### src/rtl/query_patch_loader.sv
// query_patch_loader: assembles PATCH_SIZE pixel elements from an upstream
// valid/ready stream into one packed patch and writes it to query memory
// (active-low csb0/web0 strobe) at consecutive addresses, one patch per
// WRITE cycle. All outputs are registered and decoded from the next state.
//
// Build option: define QUERY_LOADER_WRAP_EN to let the write address wrap
// from DEPTH-1 back to 0 and keep loading. With it undefined, the loader
// stops in DONE after the last slot has been written.
module query_patch_loader #(
  parameter int DATA_WIDTH = 11,
  parameter int PATCH_SIZE = 5,
  parameter int ADDR_WIDTH = 9,
  parameter int DEPTH      = 512
) (
  input  logic                             clk,
  input  logic                             rst,
  input  logic                             start,
  input  logic                             in_valid,
  output logic                             in_ready,
  input  logic [DATA_WIDTH-1:0]            in_data,
  output logic                             csb0,
  output logic                             web0,
  output logic [ADDR_WIDTH-1:0]            addr0,
  output logic [DATA_WIDTH*PATCH_SIZE-1:0] wpatch0,
  output logic [ADDR_WIDTH:0]              patch_count,
  output logic                             busy,
  output logic                             done
);

  localparam int PW    = DATA_WIDTH * PATCH_SIZE;
  localparam int IDX_W = (PATCH_SIZE > 1) ? $clog2(PATCH_SIZE) : 1;
  localparam int CW    = ADDR_WIDTH + 1;

  localparam logic [IDX_W-1:0]      LAST_IDX  = IDX_W'(PATCH_SIZE - 1);
  localparam logic [ADDR_WIDTH-1:0] LAST_ADDR = ADDR_WIDTH'(DEPTH - 1);
  localparam logic [CW-1:0]         COUNT_MAX = CW'(DEPTH);

  typedef enum logic [1:0] {
    S_IDLE  = 2'd0,
    S_FILL  = 2'd1,
    S_WRITE = 2'd2,
    S_DONE  = 2'd3
  } state_t;

  state_t                  state_q;
  logic [IDX_W-1:0]        elem_idx_q;
  logic [ADDR_WIDTH-1:0]   waddr_q;
  logic [PW-1:0]           patch_q;
  logic [PW-1:0]           patch_d;
  logic [CW-1:0]           count_q;
  logic [CW-1:0]           count_d;
  logic                    in_ready_q;
  logic                    csb0_q;
  logic                    web0_q;
  logic [ADDR_WIDTH-1:0]   addr0_q;
  logic [PW-1:0]           wpatch0_q;
  logic                    busy_q;
  logic                    done_q;

  // Patch with the incoming element dropped into its slot, and the saturating patch count.
  always_comb begin
    patch_d = patch_q;
    for (int k = 0; k < PATCH_SIZE; k++) begin
      if (elem_idx_q == IDX_W'(k)) begin
        patch_d[k*DATA_WIDTH +: DATA_WIDTH] = in_data;
      end else begin
        patch_d[k*DATA_WIDTH +: DATA_WIDTH] = patch_q[k*DATA_WIDTH +: DATA_WIDTH];
      end
    end
    if (count_q >= COUNT_MAX) begin
      count_d = COUNT_MAX;
    end else begin
      count_d = count_q + CW'(1);
    end
  end

  // Load FSM: state, counters, patch buffer and every registered output.
  always_ff @(posedge clk or posedge rst) begin
    if (rst) begin
      state_q    <= S_IDLE;
      elem_idx_q <= '0;
      waddr_q    <= '0;
      patch_q    <= '0;
      count_q    <= '0;
      in_ready_q <= 1'b0;
      csb0_q     <= 1'b1;
      web0_q     <= 1'b1;
      addr0_q    <= '0;
      wpatch0_q  <= '0;
      busy_q     <= 1'b0;
      done_q     <= 1'b0;
    end else begin
      case (state_q)
        S_IDLE, S_DONE: begin
          if (start) begin
            state_q    <= S_FILL;
            elem_idx_q <= '0;
            waddr_q    <= '0;
            count_q    <= '0;
            in_ready_q <= 1'b1;
            busy_q     <= 1'b1;
            done_q     <= 1'b0;
          end
        end
        S_FILL: begin
          if (in_valid && in_ready_q) begin
            patch_q <= patch_d;
            if (elem_idx_q == LAST_IDX) begin
              state_q    <= S_WRITE;
              elem_idx_q <= '0;
              in_ready_q <= 1'b0;
              csb0_q     <= 1'b0;
              web0_q     <= 1'b0;
              addr0_q    <= waddr_q;
              wpatch0_q  <= patch_d;
            end else begin
              elem_idx_q <= elem_idx_q + IDX_W'(1);
            end
          end
        end
        S_WRITE: begin
          csb0_q  <= 1'b1;
          web0_q  <= 1'b1;
          count_q <= count_d;
          if (waddr_q == LAST_ADDR) begin
            waddr_q <= '0;
`ifdef QUERY_LOADER_WRAP_EN
            state_q    <= S_FILL;
            in_ready_q <= 1'b1;
`else
            state_q    <= S_DONE;
            in_ready_q <= 1'b0;
            busy_q     <= 1'b0;
            done_q     <= 1'b1;
`endif
          end else begin
            waddr_q    <= waddr_q + ADDR_WIDTH'(1);
            state_q    <= S_FILL;
            in_ready_q <= 1'b1;
          end
        end
        default: begin
          state_q    <= S_IDLE;
          in_ready_q <= 1'b0;
          csb0_q     <= 1'b1;
          web0_q     <= 1'b1;
          busy_q     <= 1'b0;
          done_q     <= 1'b0;
        end
      endcase
    end
  end

  assign in_ready    = in_ready_q;
  assign csb0        = csb0_q;
  assign web0        = web0_q;
  assign addr0       = addr0_q;
  assign wpatch0     = wpatch0_q;
  assign patch_count = count_q;
  assign busy        = busy_q;
  assign done        = done_q;

endmodule

### config.mk
export PLATFORM = sky130hd
export DESIGN_NAME = query_patch_loader
export DESIGN_NICKNAME = d
export VERILOG_FILES = /design/src/rtl/query_patch_loader.sv
export SDC_FILE = /design/constraint.sdc
export NUM_CORES = 1
export LEC_CHECK = 0
export BUFFER_PORTS_ARGS = -buffer_cell sky130_fd_sc_hd__buf_2
export CORE_UTILIZATION = 30
export CTS_CLUSTER_SIZE = 8
export DETAILED_ROUTE_END_ITERATION = 10
export GPL_TIMING_DRIVEN = 0
export PLACE_DENSITY_LB_ADDON = 0.3
export SETUP_SLACK_MARGIN = 0.15
export SLEW_MARGIN = 15
export SYNTH_ARGS = -nofsm -noshare
export SYNTH_HDL_FRONTEND = slang
export SYNTH_SLANG_ARGS = --single-unit
### constraint.sdc
create_clock -name clk -period 4 [get_ports clk]
set_input_delay 0.4 -clock clk [delete_from_list [all_inputs] [get_ports clk]]
set_output_delay 0.4 -clock clk [all_outputs]
set_load 0.02 [all_outputs]
==> out/metrics.yaml <==
run_status:
  status: "complete, no violations"
global_route:
  grt_use_total_pct: 14.36
  grt_pass1_vias: 3841
  use_met2_pct: 22.87
  met3_usage_pct: 3.897
  grt_max_degree: 38
  grt.overflow.total: 0
  met1_usage_pct: 18.88
  grt_pass1_wl_mm: 21.47
  antenna_found_initial: 0
  grt.busiest_layer: "met2"
floorplanning:
  fp.dieW_um: 140.5
  start_util_pct: 30.67
  coreArea_um2: 18770
  io_pins: 94
  row_count: 50
  die_h_um: 140.5
  dieArea_um2: 19750
clock_tree:
  cts_made_buffers: 17
  post_cts_buffers: 0
  clk_latency_ns: 0.42
  tritoncts: "built"
  cts.path.max_buffers: 2
  cts.sinks: 136
  clkTransAtPathRegs_ns: 0.06
  cts-resized-gates: 0
  h-tree-depth: 4
  ctsRootBufferMaster: "clkbuf_16"
sta:
  rsz0062_at_grt: "no"
  tightest_slew_ns: 0.7585
  fin_crit_sh_pct: 59.66
  finalClockSkew_ns: 0.008512
  timing.fmax_mhz: 419.1
  maxSlewHeadroom_pct: 49.43
  finalSetupTns_ns: 0
  period_minus_slack_ns: 2.386
  final-max-slew-violation-count: 0
  setup_viol: 0
  finalHoldViolCount: 0
setup_path:
  timing.rr.end: "waddr_q[4]"
  crit_top_cell: "buf_2"
  setup.worst_path.end_class: "register"
  critical_path_class: "register to register"
  slowest_delay_ns: 0.57
  reg2reg_from: "state_q[0]"
  critPathSlowestCell: "mux2i_1"
  cp.arrival_ns: 2.73
  r2r_cells: 7
  r2r_slack_ns: 1.61
  cp_max_fo: 10
  worst-path-buf-inv: 3
  crit_path_start_kind: "register"
  required_ns: 4.34
  crit_family: "buffers and inverters"
  path_cells: "inv_1 > ha_1 > mux2i_1 > buf_2 > buf_2 > nor2_1 > a21oi_1"
yosys:
  yosysTopAreaCell: "dfrtp_1"
  syn_inst: 414
  synth_area_um2: 5757
  synth_edf_count: 0
  ys_top_cells_by_count: "135 x dfrtp_1, 123 x mux2_2, 18 x nand2_1"
  synth-main-ff-cell: "dfrtp_1"
  yosysSeqAreaShare_pct: 59.14
  syn_area_per_cell_um2: 13.91
  synth_cell_types: 35
  yosysMostFrequentCell: "dfrtp_1"
  async_reset_ff_share_pct: 100.0
  yosysTopAreaCellShare_pct: 58.68
  ys_seq_elements: 136
  synth.area.top_cells: "dfrtp_1 59%, mux2_2 24%, ha_1 2.8%"
  yosys_warnings: 0
  synth_nets: 442
layout:
  final_layout_size_suffix_gt1_share_pct: 50.00
  n_antenna_cell: 0
  design_area_um2: 7214
  nNetsFinal: 559
  area_growth_pct: 25.32
detailed_routing:
  first_pass_iters: 4
  route.detailed.drc: 0
  route.vias.total: 3769
  final_antenna_net_count: 0
  wl_per_cell_um: 17.12
  viasPerCell: 4.844
  drt_iter0_drc: 182
  drt_wl_total_mm: 13.32
placement:
  place.gp.congestion: 0.7435
  dpl.hpwl_mm: 9.253
  dpl_cell_area_um2: 6606
  port_buffers: 93
power:
  vdd_drop_max_mv: 0.2612
  power_density_nw_per_um2: 418.2
  p_leak_nw: 3.762
worst_hold_path:
  holdPathEnd: "patch_q[14]"
  hold_path_depth: 2
  hp-class: "primary input to register"
  hold_start: "in_data[3]"
job:
  drv_cap: 0
## state kept, by name (all words and copies together) (netlist names)
name and cells:
patch_q 44, patch_count 10, web0 1, in_ready 1, done 1, wpatch0 55
elem_idx_q 3, waddr_q 9, addr0 9, state_q 2, busy 1
## what timing repair did
action / CTS / global route
hold buffers: 1 / 0
hold endpoints to repair: 13 / 0
endpoints found under the setup margin: 0 / 0
## worst max path at each step
stage / startpoint / endpoint / slack, ns / cells after the start
finish: state_q[0] / waddr_q[4] / 1.61 / 7
global route: state_q[0] / waddr_q[4] / 1.42 / 7
CTS: state_q[0] / waddr_q[3] / 1.66 / 7
detailed placement: state_q[0] / waddr_q[3] / 1.69 / 7
global placement: rst / wpatch0[48] / 1.03 / 2
floorplan: rst / addr0[0] / 1.91 / 1
## area by class of cell
| cell class | instances | area [um^2] |
|---|---|---|
| buffer | 20 | 107.6 |
| clock buffer | 18 | 439.2 |
| clock inverter | 14 | 158.9 |
| fill | 1815 | 11550 |
| inverter | 13 | 52.55 |
| multi-input combinational | 245 | 2196 |
| sequential | 136 | 3405 |
| tap | 234 | 292.8 |
| timing repair buffer | 98 | 563.0 |
## placed cells by master, fill, tap and decap left out, types with 6 or more instances in the layout
master     netlist  final
nand2_1         18     18
clkbuf_16        0     17
or4_1            8      8
a21oi_1         15     15
mux2_2         123    123
inv_1           13     12
o21ai_0          8      8
o31ai_1          7      7
nand3_1          9      9
dfrtp_1        135    135
ha_1            13     13
mux2i_1          6      6
nor2_1           9      9
buf_2           11    104
inv_6            0      7
## through the flow
stage | hold slack [ns] | total power, mW | setup WS, ns | utilization (%) | std cells
finish | 0.2813 | 3.017 | 1.614 | 38.44 | 778
global route | 0.2774 | 3.130 | 1.418 | 38.44 | 778
CTS | 0.2760 | 3.060 | 1.657 | 38.44 | 778
detailed placement | 0.4320 | 1.459 | 1.689 | 35.20 | 745
global placement | 0.4569 | 1.447 | 1.035 | 34.73 | 741
floorplan | 0.4736 | 1.422 | 1.908 | - | 414
## routing by layer
metal,wire length (um),vias up
met3,454,12
met2,6550,66
li1,-,1719
met4,156,0
met5,0,-
met1,6160,1972
## kinds of logic after synthesis
kind of cell / after synthesis / share of synthesized area, %
compound gates: 39 / 4.238
fa+ha+maj: 13 / 2.826
buf+inv: 33 / 2.717
flops: 136 / 59.14
mux: 129 / 25.10
simple gates: 64 / 5.977
## power breakdown
| group | internal (mW) | total (mW) | leakage, nW | switching [mW] |
|---|---|---|---|---|
| clock | 0.948 | 1.59 | 0.289 | 0.637 |
| combinational | 0.0151 | 0.0553 | 1.61 | 0.0402 |
| sequential | 1.38 | 1.38 | 1.87 | 0 |
Power figures use the tool's default switching activity.
